`src/rtl/apb_master_if.sv`:
```
`default_nettype none
// ============================================================================
// Module      : apb_master_if
// Description : Signal bundle between a local command source, the APB
//               initiator and the APB peripheral side.
//               Local side : cmd_valid/cmd_ready/cmd_write/cmd_addr/cmd_wdata
//                            and rsp_valid/rsp_rdata/rsp_err/rsp_timeout.
//               APB side   : PSELx/PENABLE/PWRITE/PADDR/PWDATA out,
//                            PREADY/PRDATA/PSLVERR in.
//               modport master : view taken by the initiator (apb_master).
//               modport slave  : view taken by whatever sits around it
//                                (command source + peripheral).
// Revision    : 1.0 - initial release
// ============================================================================
interface apb_master_if #(
    parameter int ADDR_WIDTH = 5,
    parameter int DATA_WIDTH = 32
);
    // local command channel
    logic                  cmd_valid;
    logic                  cmd_ready;
    logic                  cmd_write;
    logic [ADDR_WIDTH-1:0] cmd_addr;
    logic [DATA_WIDTH-1:0] cmd_wdata;

    // local response channel
    logic                  rsp_valid;
    logic [DATA_WIDTH-1:0] rsp_rdata;
    logic                  rsp_err;
    logic                  rsp_timeout;

    // APB bus
    logic                  PSELx;
    logic                  PENABLE;
    logic                  PWRITE;
    logic [ADDR_WIDTH-1:0] PADDR;
    logic [DATA_WIDTH-1:0] PWDATA;
    logic                  PREADY;
    logic [DATA_WIDTH-1:0] PRDATA;
    logic                  PSLVERR;

    modport master (
        input  cmd_valid, cmd_write, cmd_addr, cmd_wdata,
        input  PREADY, PRDATA, PSLVERR,
        output cmd_ready,
        output rsp_valid, rsp_rdata, rsp_err, rsp_timeout,
        output PSELx, PENABLE, PWRITE, PADDR, PWDATA
    );

    modport slave (
        output cmd_valid, cmd_write, cmd_addr, cmd_wdata,
        output PREADY, PRDATA, PSLVERR,
        input  cmd_ready,
        input  rsp_valid, rsp_rdata, rsp_err, rsp_timeout,
        input  PSELx, PENABLE, PWRITE, PADDR, PWDATA
    );
endinterface
`default_nettype wire

```
`src/rtl/apb_master.sv`:
```
`default_nettype none
// ============================================================================
// Module      : apb_master
// Description : APB initiator. Converts single-beat local read/write
//               commands into APB SETUP/ACCESS transfers and returns exactly
//               one response per accepted command.
//   Ports     : PCLK    - clock, all logic on the rising edge
//               PRESET  - synchronous active-high reset
//               bus     - apb_master_if.master (command, response, APB bus)
//   Params    : ADDR_WIDTH, DATA_WIDTH, TIMEOUT_CYCLES (1..255)
//   Options   : APB_MASTER_TIMEOUT_EN - when defined, an ACCESS phase that
//               sees PREADY low for TIMEOUT_CYCLES cycles is aborted and
//               answered with rsp_err=1, rsp_timeout=1, rsp_rdata=0.
//               When undefined, ACCESS waits indefinitely and rsp_timeout
//               is constant 0.
// Revision    : 1.0 - initial release
// ============================================================================
module apb_master #(
    parameter int ADDR_WIDTH     = 5,
    parameter int DATA_WIDTH     = 32,
    parameter int TIMEOUT_CYCLES = 16
) (
    input  wire logic        PCLK,
    input  wire logic        PRESET,
    apb_master_if.master     bus
);

    // ------------------------------------------------------------------
    // Parameter sanity (elaboration time only)
    // ------------------------------------------------------------------
    generate
        if (TIMEOUT_CYCLES < 1 || TIMEOUT_CYCLES > 255) begin : g_bad_timeout
            $error("apb_master: TIMEOUT_CYCLES must be in 1..255");
        end
    endgenerate

    // ------------------------------------------------------------------
    // State encoding
    // ------------------------------------------------------------------
    localparam logic [1:0] c_ST_IDLE   = 2'd0;
    localparam logic [1:0] c_ST_SETUP  = 2'd1;
    localparam logic [1:0] c_ST_ACCESS = 2'd2;

    logic [1:0]            r_state;
    logic [1:0]            w_state_nxt;

    // ------------------------------------------------------------------
    // Registered outputs
    // ------------------------------------------------------------------
    logic                  r_psel;
    logic                  r_penable;
    logic                  r_pwrite;
    logic [ADDR_WIDTH-1:0] r_paddr;
    logic [DATA_WIDTH-1:0] r_pwdata;
    logic                  r_rsp_valid;
    logic [DATA_WIDTH-1:0] r_rsp_rdata;
    logic                  r_rsp_err;
    logic                  r_rsp_timeout;

    // ------------------------------------------------------------------
    // Handshake decode
    // ------------------------------------------------------------------
    logic                  w_cmd_ready;
    logic                  w_accept;
    logic                  w_complete;
    logic                  w_abort;

    // A new command can be taken while idle, or on the very edge the current
    // transfer completes, which gives gap-free SETUP/ACCESS pairs.
    assign w_cmd_ready = (r_state == c_ST_IDLE) ||
                         ((r_state == c_ST_ACCESS) && bus.PREADY);
    assign w_accept    = bus.cmd_valid && w_cmd_ready;
    assign w_complete  = (r_state == c_ST_ACCESS) && bus.PREADY;

`ifdef APB_MASTER_TIMEOUT_EN
    // ------------------------------------------------------------------
    // Wait-state watchdog. The counter holds the number of PREADY-low
    // ACCESS cycles already seen, so the abort fires on the edge that ends
    // the TIMEOUT_CYCLES-th such cycle. PREADY high on that same cycle is a
    // normal completion because w_abort requires PREADY low.
    // ------------------------------------------------------------------
    localparam logic [7:0] c_WDOG_LAST = 8'(TIMEOUT_CYCLES - 1);

    logic [7:0]            r_wdog;

    always_ff @(posedge PCLK) begin
        if (PRESET) begin
            r_wdog <= 8'd0;
        end else if (r_state == c_ST_SETUP) begin
            // every ACCESS phase is entered from SETUP
            r_wdog <= 8'd0;
        end else if ((r_state == c_ST_ACCESS) && !bus.PREADY) begin
            r_wdog <= r_wdog + 8'd1;
        end
    end

    assign w_abort = (r_state == c_ST_ACCESS) && !bus.PREADY &&
                     (r_wdog == c_WDOG_LAST);
`else
    assign w_abort = 1'b0;
`endif

    // ------------------------------------------------------------------
    // FSM: state register
    // ------------------------------------------------------------------
    always_ff @(posedge PCLK) begin
        if (PRESET) begin
            r_state <= c_ST_IDLE;
        end else begin
            r_state <= w_state_nxt;
        end
    end

    // ------------------------------------------------------------------
    // FSM: next-state logic
    // ------------------------------------------------------------------
    always_comb begin
        w_state_nxt = r_state;
        case (r_state)
            c_ST_IDLE: begin
                if (w_accept) begin
                    w_state_nxt = c_ST_SETUP;
                end
            end
            c_ST_SETUP: begin
                w_state_nxt = c_ST_ACCESS;
            end
            c_ST_ACCESS: begin
                if (w_complete) begin
                    w_state_nxt = w_accept ? c_ST_SETUP : c_ST_IDLE;
                end else if (w_abort) begin
                    w_state_nxt = c_ST_IDLE;
                end
            end
            default: begin
                w_state_nxt = c_ST_IDLE;
            end
        endcase
    end

    // ------------------------------------------------------------------
    // APB outputs. PSELx/PENABLE are registered copies of the next state so
    // they line up with the state register without any output decode.
    // Address/direction/data are loaded only on acceptance, so they stay
    // stable through SETUP and ACCESS and hold afterwards in IDLE.
    // ------------------------------------------------------------------
    always_ff @(posedge PCLK) begin
        if (PRESET) begin
            r_psel    <= 1'b0;
            r_penable <= 1'b0;
            r_pwrite  <= 1'b0;
            r_paddr   <= '0;
            r_pwdata  <= '0;
        end else begin
            r_psel    <= (w_state_nxt != c_ST_IDLE);
            r_penable <= (w_state_nxt == c_ST_ACCESS);
            if (w_accept) begin
                r_pwrite <= bus.cmd_write;
                r_paddr  <= bus.cmd_addr;
                r_pwdata <= bus.cmd_wdata;
            end
        end
    end

    // ------------------------------------------------------------------
    // Response outputs. rsp_valid is a single-cycle pulse; the payload
    // holds until the next completion or abort. r_pwrite still describes
    // the finishing transfer on the completion edge even if a new command
    // is accepted on that edge (non-blocking update).
    // ------------------------------------------------------------------
    always_ff @(posedge PCLK) begin
        if (PRESET) begin
            r_rsp_valid   <= 1'b0;
            r_rsp_rdata   <= '0;
            r_rsp_err     <= 1'b0;
            r_rsp_timeout <= 1'b0;
        end else begin
            r_rsp_valid <= w_complete || w_abort;
            if (w_complete) begin
                r_rsp_rdata   <= r_pwrite ? '0 : bus.PRDATA;
                r_rsp_err     <= bus.PSLVERR;
                r_rsp_timeout <= 1'b0;
            end else if (w_abort) begin
                r_rsp_rdata   <= '0;
                r_rsp_err     <= 1'b1;
                r_rsp_timeout <= 1'b1;
            end
        end
    end

    // ------------------------------------------------------------------
    // Port mapping
    // ------------------------------------------------------------------
    assign bus.cmd_ready   = w_cmd_ready;
    assign bus.PSELx       = r_psel;
    assign bus.PENABLE     = r_penable;
    assign bus.PWRITE      = r_pwrite;
    assign bus.PADDR       = r_paddr;
    assign bus.PWDATA      = r_pwdata;
    assign bus.rsp_valid   = r_rsp_valid;
    assign bus.rsp_rdata   = r_rsp_rdata;
    assign bus.rsp_err     = r_rsp_err;
    assign bus.rsp_timeout = r_rsp_timeout;

endmodule
`default_nettype wire
```
`src/flat_wrapper.sv`:
```
// flat-port wrapper written by rule: the top's interface ports become plain ports
module apb_master_flat 
#(
    parameter int ADDR_WIDTH     = 5,
    parameter int DATA_WIDTH     = 32,
    parameter int TIMEOUT_CYCLES = 16
)
  (PCLK, PRESET, bus_cmd_valid, bus_cmd_write, bus_cmd_addr, bus_cmd_wdata, bus_PREADY, bus_PRDATA, bus_PSLVERR, bus_cmd_ready, bus_rsp_valid, bus_rsp_rdata, bus_rsp_err, bus_rsp_timeout, bus_PSELx, bus_PENABLE, bus_PWRITE, bus_PADDR, bus_PWDATA);
  apb_master_if #(.ADDR_WIDTH(ADDR_WIDTH), .DATA_WIDTH(DATA_WIDTH)) bus_i ();
  input  wire logic PCLK;
  input  wire logic PRESET;
  input wire logic [$bits(bus_i.cmd_valid)-1:0] bus_cmd_valid;
  input wire logic [$bits(bus_i.cmd_write)-1:0] bus_cmd_write;
  input wire logic [$bits(bus_i.cmd_addr)-1:0] bus_cmd_addr;
  input wire logic [$bits(bus_i.cmd_wdata)-1:0] bus_cmd_wdata;
  input wire logic [$bits(bus_i.PREADY)-1:0] bus_PREADY;
  input wire logic [$bits(bus_i.PRDATA)-1:0] bus_PRDATA;
  input wire logic [$bits(bus_i.PSLVERR)-1:0] bus_PSLVERR;
  output wire logic [$bits(bus_i.cmd_ready)-1:0] bus_cmd_ready;
  output wire logic [$bits(bus_i.rsp_valid)-1:0] bus_rsp_valid;
  output wire logic [$bits(bus_i.rsp_rdata)-1:0] bus_rsp_rdata;
  output wire logic [$bits(bus_i.rsp_err)-1:0] bus_rsp_err;
  output wire logic [$bits(bus_i.rsp_timeout)-1:0] bus_rsp_timeout;
  output wire logic [$bits(bus_i.PSELx)-1:0] bus_PSELx;
  output wire logic [$bits(bus_i.PENABLE)-1:0] bus_PENABLE;
  output wire logic [$bits(bus_i.PWRITE)-1:0] bus_PWRITE;
  output wire logic [$bits(bus_i.PADDR)-1:0] bus_PADDR;
  output wire logic [$bits(bus_i.PWDATA)-1:0] bus_PWDATA;
  assign bus_i.cmd_valid = bus_cmd_valid;
  assign bus_i.cmd_write = bus_cmd_write;
  assign bus_i.cmd_addr = bus_cmd_addr;
  assign bus_i.cmd_wdata = bus_cmd_wdata;
  assign bus_i.PREADY = bus_PREADY;
  assign bus_i.PRDATA = bus_PRDATA;
  assign bus_i.PSLVERR = bus_PSLVERR;
  assign bus_cmd_ready = bus_i.cmd_ready;
  assign bus_rsp_valid = bus_i.rsp_valid;
  assign bus_rsp_rdata = bus_i.rsp_rdata;
  assign bus_rsp_err = bus_i.rsp_err;
  assign bus_rsp_timeout = bus_i.rsp_timeout;
  assign bus_PSELx = bus_i.PSELx;
  assign bus_PENABLE = bus_i.PENABLE;
  assign bus_PWRITE = bus_i.PWRITE;
  assign bus_PADDR = bus_i.PADDR;
  assign bus_PWDATA = bus_i.PWDATA;
  apb_master #(.ADDR_WIDTH(ADDR_WIDTH), .DATA_WIDTH(DATA_WIDTH), .TIMEOUT_CYCLES(TIMEOUT_CYCLES)) u_core (.PCLK(PCLK), .PRESET(PRESET), .bus(bus_i));
endmodule
```
`config.mk`:
```
export PLATFORM = sky130hd
export DESIGN_NAME = apb_master_flat
export DESIGN_NICKNAME = d
export VERILOG_FILES = /design/src/rtl/apb_master_if.sv /design/src/rtl/apb_master.sv /design/src/flat_wrapper.sv
export SDC_FILE = /design/constraint.sdc
export NUM_CORES = 1
export LEC_CHECK = 0
export ABC_AREA = 1
export CORE_MARGIN = 2
export CORE_UTILIZATION = 30
export CTS_CLUSTER_DIAMETER = 40
export DETAILED_ROUTE_END_ITERATION = 6
export GPL_TIMING_DRIVEN = 0
export PLACE_DENSITY = 0.66
export RECOVER_POWER = 50
export SYNTH_ARGS = -nofsm -noshare
export SYNTH_HDL_FRONTEND = slang
export SYNTH_SLANG_ARGS = --single-unit
```
`constraint.sdc`:
```
create_clock -name PCLK -period 1.1 [get_ports PCLK]
set_clock_uncertainty 0.1 [all_clocks]
set_input_delay 0.33 -clock PCLK [delete_from_list [all_inputs] [get_ports PCLK]]
set_output_delay 0.33 -clock PCLK [all_outputs]
set_load 0.05 [all_outputs]
```
==> results of run 1 <==
## tightest hold or removal path, delay by kind of cell, from the launching register on
kind	cells	cell delay (ns)
AOI/OAI and AO/OA	1	0.05
and+or+nand+nor	1	0.06
DFF	1	0.33
## report_power, final
| part | leakage, nW | internal, mW | switching, mW |
|---|---|---|---|
| Sequential | 0.654 | 2.93 | 0.141 |
| Combinational | 2.31 | 1.16 | 1.18 |
| Clock | 0.0852 | 0.866 | 1.02 |
## final cells by class
type / instances / share of cell area [%]
buffer: 34 / 5.01
clock buffer: 11 / 2.16
multi-input combinational: 263 / 24.5
clock inverter: 4 / 0.401
sequential: 76 / 24.8
inverter: 42 / 2.45
tap: 136 / 2.60
timing repair buffer: 202 / 38.1
## sequential cells by signal (all words and copies together) (netlist names)
signal / cells
u_core.bus.PADDR: 5
u_core.bus.PENABLE: 1
u_core.bus.PSELx: 1
u_core.bus.PWDATA: 32
u_core.bus.PWRITE: 1
u_core.bus.rsp_err: 1
u_core.bus.rsp_rdata: 32
u_core.bus.rsp_valid: 1
u_core.r_state: 2
## through the flow
stage,util [%],hold slack [ns],cell area (um^2)
after global placement,47.7,0.352,4910
final,63.7,0.381,6550
after global routing,63.7,0.402,6550
after floorplan,-,0.295,3250
after detailed placement,47.7,0.363,4910
after CTS,57.9,0.382,5950
## repair_timing
action | in CTS | in global routing
gates resized for setup | 702 | 79
setup buffers | 28 | 14
setup endpoints to repair | 150 | 151
pin swaps | 2 | 39
cloned | 5 | 7
## Yosys cell counts
master	count
buf_4	6
conb_1	1
buf_6	7
nor2_8	1
o21ai_0	1
dfxtp_1	76
a21oi_1	40
nand4_1	1
buf_2	10
nand3_2	9
nand2_1	73
inv_2	3
nand3_4	1
nand2_4	1
nand2_2	1
inv_1	39
buf_1	1
nand3_1	93
nor2_1	41
clkbuf_1	10
## worst paths after layout
path / startpoint / to / slack [ns] / cells after the start
hold reg to reg: u_core.bus.rsp_err / u_core.bus.rsp_err / 0.38 / 2
setup reg to reg: u_core.r_state[1] / u_core.bus.PWDATA[21] / -0.38 / 9
setup / recovery: u_core.r_state[1] / bus_cmd_ready / -0.45 / 5
hold / removal: u_core.bus.rsp_err / u_core.bus.rsp_err / 0.38 / 2
## metal layers
layer  vias up  part of all wire [%]
li1       1753                     -
met1      1660                    42
met2       121                    51
met3        15                   5.9
met4         0                   1.3
met5         -                     0
## cells in the final DEF (no fill, tap or decap), types with 3 or more instances in the layout
| master | Yosys | routed |
|---|---|---|
| a21oi_1 | 40 | 8 |
| clkdlybuf4s50_1 | 0 | 71 |
| dfxtp_2 | 0 | 73 |
| clkbuf_1 | 10 | 4 |
| nor2_2 | 0 | 3 |
| buf_16 | 0 | 3 |
| buf_4 | 6 | 39 |
| nor2_1 | 41 | 38 |
| nand2_1 | 73 | 65 |
| clkbuf_16 | 0 | 7 |
| buf_12 | 0 | 7 |
| a21oi_2 | 0 | 30 |
| buf_8 | 0 | 78 |
| inv_1 | 39 | 39 |
| nand2_2 | 1 | 6 |
| nand3_2 | 9 | 42 |
| nand3_1 | 93 | 60 |
| clkbuf_8 | 0 | 10 |
| clkbuf_2 | 0 | 6 |
| nand2_4 | 1 | 3 |
| buf_6 | 7 | 14 |
| buf_2 | 10 | 6 |
| dfxtp_4 | 0 | 3 |
## kinds of logic (layout without fill, tap and decap cells)
logic type / Yosys count / in the layout / share of synthesized area (%)
buffers and inverters: 76 / 293 / 11.8
other: 1 / 1 / 0.119
and+or+nand+nor: 221 / 221 / 33.2
DFF: 76 / 76 / 48.3
AOI/OAI and AO/OA: 41 / 41 / 6.52
==> flow_summary.ini, run 1 <==
[run_status]
status = complete, but fails checks
violations = negative setup slack

[routing]
dr.pass1.iters = 4
ant_nets = 0
drcViolationCount = 0
wirelength_um = 11000
drt-wirelength-per-cell_um = 14.3
viasPerCell = 4.62
vias = 3549
drtIter0Drc = 160

[layout]
multi_input_area_mm2 = 0.00161
area_growth_pct = 108
n_fill_cell = 854
layout.area.seq_mm2 = 0.00162
num-nets-final = 703
drive_gt1_share_pct = 54.1
antenna_cells = 0
stdcell_count = 768

[clocking]
clk_latency_ns = 0.33
clock-sinks = 76
numCtsBuffers = 9
root_buffer = clkbuf_8
cts_hold_buf = 0
clock_path_buffers = 2
h-tree-depth = 3
clkTransAtPathRegs_ns = 0.07
cts_tree = yes

[floorplan]
die_h_um = 106
dieArea_mm2 = 0.0113
design.core.area_mm2 = 0.0103
pin_count = 151
die_w_um = 106
start_util_pct = 30.6
placementRows = 37

[logic_synthesis]
syn_nets = 490
synth_area_per_cell_um2 = 7.59
synth_seq_cells = 76
syn_area_mm2 = 0.00315
ys_types = 20
synth_top_area_share_pct = 48.3
yosys_warnings = 0
seq_area_frac_synth_pct = 48.3
synthTopCellsByArea = dfxtp_1 (48%), nand3_1 (15%), nand2_1 (8.7%)
netlist_instances = 415
synth.largest_area_cell = dfxtp_1

[setup_path]
cp-start-kind = register
worstPathArrival_ns = 1.12
cp_max_fo = 2
worst_path_dominant_cell_family = flip-flops
critPathRequiredTime_ns = 0.67
endpoint_kind = primary output
path_class = register to primary output
cpMaxStageDelayCell = dfxtp_4
slowest_delay_ns = 0.35
crit_chain = inv_2 > nand2_4 > nand2_8 > buf_12 > buf_12
cp_num_buf_inv = 3
crit_path_frequent_cell = buf_12

[global_route]
grtUsageTotal_pct = 18.2
grt_pass1_vias = 3494
use_met1_pct = 22.4
grt_max_degree = 13
grt_first_pass_wirelength_um = 16600
gr-max-usage-layer = met2
antenna_found_initial = 0
grt_overflow = 0
grt_use_met2_pct = 31.6
grt_util_met3_pct = 4.84

[sta]
setup_tns_ns = -33.44
finalHoldViolations = 0
finalCriticalPeriod_ns = 1.55
finalWorstSetupSlack_ns = -0.451
slew_violations = 0
finalSetupViolCount = 149
period_share_pct = 141
max_clock_freq_ghz = 0.645
grt_setup_unrepaired = true

[pwr]
ir_worst_vdd_uv = 608
finalPower_mw = 7.30
p_per_area_mw_per_mm2 = 1120
p_leak_nw = 3.05

[run]
maxCapViolCount = 0

[placed_design]
gp_congestion = 0.726
post-place-cells = 699
hpwl_um = 6810
io_buffers = 148
pre_cts_ws_ns = -1.44

[worst_hold_path]
hold_path.class = register to register
Power figures use the tool's default switching activity.
==> inputs of run 2 (changes only) <==
--- a/config.mk
+++ b/config.mk
@@ -6,12 +6,14 @@
 export NUM_CORES = 1
 export LEC_CHECK = 0
 export ABC_AREA = 1
+export CAP_MARGIN = 20
 export CORE_MARGIN = 2
 export CORE_UTILIZATION = 30
 export CTS_CLUSTER_DIAMETER = 40
 export DETAILED_ROUTE_END_ITERATION = 6
+export DONT_BUFFER_PORTS = 1
 export GPL_TIMING_DRIVEN = 0
-export PLACE_DENSITY = 0.66
+export PLACE_DENSITY = 0.47
 export RECOVER_POWER = 50
 export SYNTH_ARGS = -nofsm -noshare
 export SYNTH_HDL_FRONTEND = slang
==> constraint.sdc (replaced) <==
create_clock -name PCLK -period 1.1 [get_ports PCLK]
set_clock_uncertainty 0.1 [all_clocks]
set_input_delay 0.22 -clock PCLK [delete_from_list [all_inputs] [get_ports PCLK]]
set_output_delay 0.22 -clock PCLK [all_outputs]
set_load 0.05 [all_outputs]
==> run 2 against run 1 <==
Against the previous run: the flow still finishes with violations (negative setup slack); global-route usage down 1.2 points; combinational power down 61%; core utilization down 17 points; worst setup slack better by 0.20 ns; sequential share of layout area up 12 points; first-iteration DRC count up 40%; critical path type unchanged.
==> flow_summary.ini, run 2 (synthesis results as in run 1) <==
[floorplan]
pin_count = 151
die_w_um = 106
design.core.area_mm2 = 0.0103
placementRows = 37
die_h_um = 106
dieArea_mm2 = 0.0113
start_util_pct = 30.6

[worst_hold_path]
min_to = u_core.bus.PWDATA[4]
hold_path.class = input port to register
min_path_cells = 4
hp-start = bus_cmd_wdata[4]

[setup_path]
reg2reg_slack_ns = -0.24
reg2reg_depth = 8
cp_max_fo = 5
critPathRequiredTime_ns = 0.78
crit_chain = inv_2 > nand2_4 > nand2_8 > buf_12
cp_num_buf_inv = 2
slowest_delay_ns = 0.35
path_class = register to primary output
r2r_start = u_core.r_state[0]
cp-start-kind = register
r2r_end = u_core.bus.rsp_rdata[15]
cpMaxStageDelayCell = dfxtp_4
endpoint_kind = primary output
worstPathArrival_ns = 1.03
worst_path_dominant_cell_family = flip-flops

[sta]
whs_ns = 0.0200
finalHoldViolations = 0
finalSetupViolCount = 125
slew_violations = 0
max_clock_freq_ghz = 0.740
tightest_slew_ns = 0.519
period_share_pct = 123
relSlewSlack_pct = 65.0
setup_tns_ns = -13.10
grt_setup_unrepaired = true
finalWorstSetupSlack_ns = -0.252
finalCriticalPeriod_ns = 1.35

[placed_design]
pre_cts_ws_ns = -0.219
hpwl_um = 5990
post-place-cells = 551
io_buffers = 0
gp_congestion = 0.709
post_dp_cell_area_mm2 = 0.00334

[pwr]
p_comb_share_pct = 13.5
p_per_area_mw_per_mm2 = 1390
switchingPower_mw = 2.08
intPower_mw = 4.65
sw_frac_of_total_pct = 30.9
seqPwrFrac_pct = 51.1
p_leak_nw = 2.20
finalPower_mw = 6.73
p_clk_share_pct = 35.4
ir_worst_vdd_uv = 792

[clocking]
numCtsBuffers = 9
clkTransAtPathRegs_ns = 0.07
clock_path_buffers = 2
root_buffer = clkbuf_8
clk_latency_ns = 0.34
h-tree-depth = 3
clock-sinks = 76
cts_tree = yes

[global_route]
grtUsageTotal_pct = 17.1
antenna_found_initial = 0
grt_max_degree = 13
grt_first_pass_wirelength_um = 15400
grt_overflow = 0
grt_pass1_vias = 3074

[layout]
antenna_cells = 0
drive_gt1_share_pct = 29.7
fin_area_mm2 = 0.00484
layout_common_cells = nand3_1 (92), dfxtp_4 (75), nand2_1 (72)
finalCoreUtilization_pct = 47.1
num-nets-final = 586
n_fill_cell = 965
stdcell_count = 652
area_growth_pct = 53.8
final_common_cell = nand3_1

[routing]
dr.pass1.iters = 4
drtIter0Drc = 224
drcViolationCount = 0
viasPerCell = 4.62
wirelength_um = 9560
vias = 3013
drt-wirelength-per-cell_um = 14.7
ant_nets = 0

[run_status]
status = complete, but fails checks
violations = negative setup slack

[run]
maxCapViolCount = 0
==> run 2: cell types whose count changed in the layout (fill, tap and decap cells not counted), sizes merged <==
cell,before,now
dlygate4sd2,2,0
clkinv,3,2
clkbuf,27,23
dlygate4sd3,0,71
buf,147,38
clkdlybuf4s50,71,0
bufinv,0,1
clkinvlp,1,0
==> run 2: cell type report <==
type                       instances  area, um^2  area share, %
inverter                          42         160           3.31
multi-input combinational        263        1290           26.7
clock buffer                      13         190           3.93
timing repair buffer              85         916           18.9
buffer                            34         269           5.56
sequential                        76        1800           37.3
clock inverter                     3        40.0          0.827
tap                              136         170           3.52
==> run 2: repair_timing <==
item | in CTS | in global routing
hold buffers | 71 | 0
pin swaps | 3 | 3
buffers inserted | 9 | 1
endpoints found under the hold margin | 70 | 0
resized for setup | 176 | 4
gates cloned | 4 | 0
endpoints found under the setup margin | 147 | 151
==> run 2: tightest hold or removal path, cell delays in order <==
cell,delay [ns]
inv_1,0.03
nand3_1,0.07
nand2_1,0.07
nor2_1,0.03
==> run 2: worst max-delay path by stage <==
stage / endpoint / from / slack [ns] / cells after the start
6_report: bus_cmd_ready / u_core.r_state[1] / -0.25 / 4
5_1_grt: bus_cmd_ready / u_core.r_state[0] / -0.31 / 4
4_1_cts: bus_cmd_ready / u_core.r_state[0] / -0.28 / 4
3_5_place_dp: u_core.bus.rsp_rdata[7] / u_core.bus.PWRITE / -0.22 / 4
3_3_place_gp: u_core.bus.rsp_rdata[30] / u_core.bus.PWRITE / -0.18 / 4
2_1_floorplan: u_core.bus.PADDR[0] / u_core.r_state[1] / 0.002 / 6
==> run 2: power by group through the flow <==
stage	registers (mW)	logic [mW]	clock network, mW
floorplan	3.53	0.495	0
global placement	3.57	0.604	0
detailed placement	3.57	0.612	0
CTS	3.44	0.900	2.50
global route	3.45	1.02	2.64
finish	3.43	0.909	2.38
==> run 2: layer usage <==
layer / GRT usage (%) / vias up / wire length [um]
met1: 19.8 / 1360 / 3860
li1: - / 1528 / -
met5: 0 / - / 0
met3: 6.44 / 7 / 919
met2: 29.7 / 118 / 4710
met4: 4.17 / 0 / 74
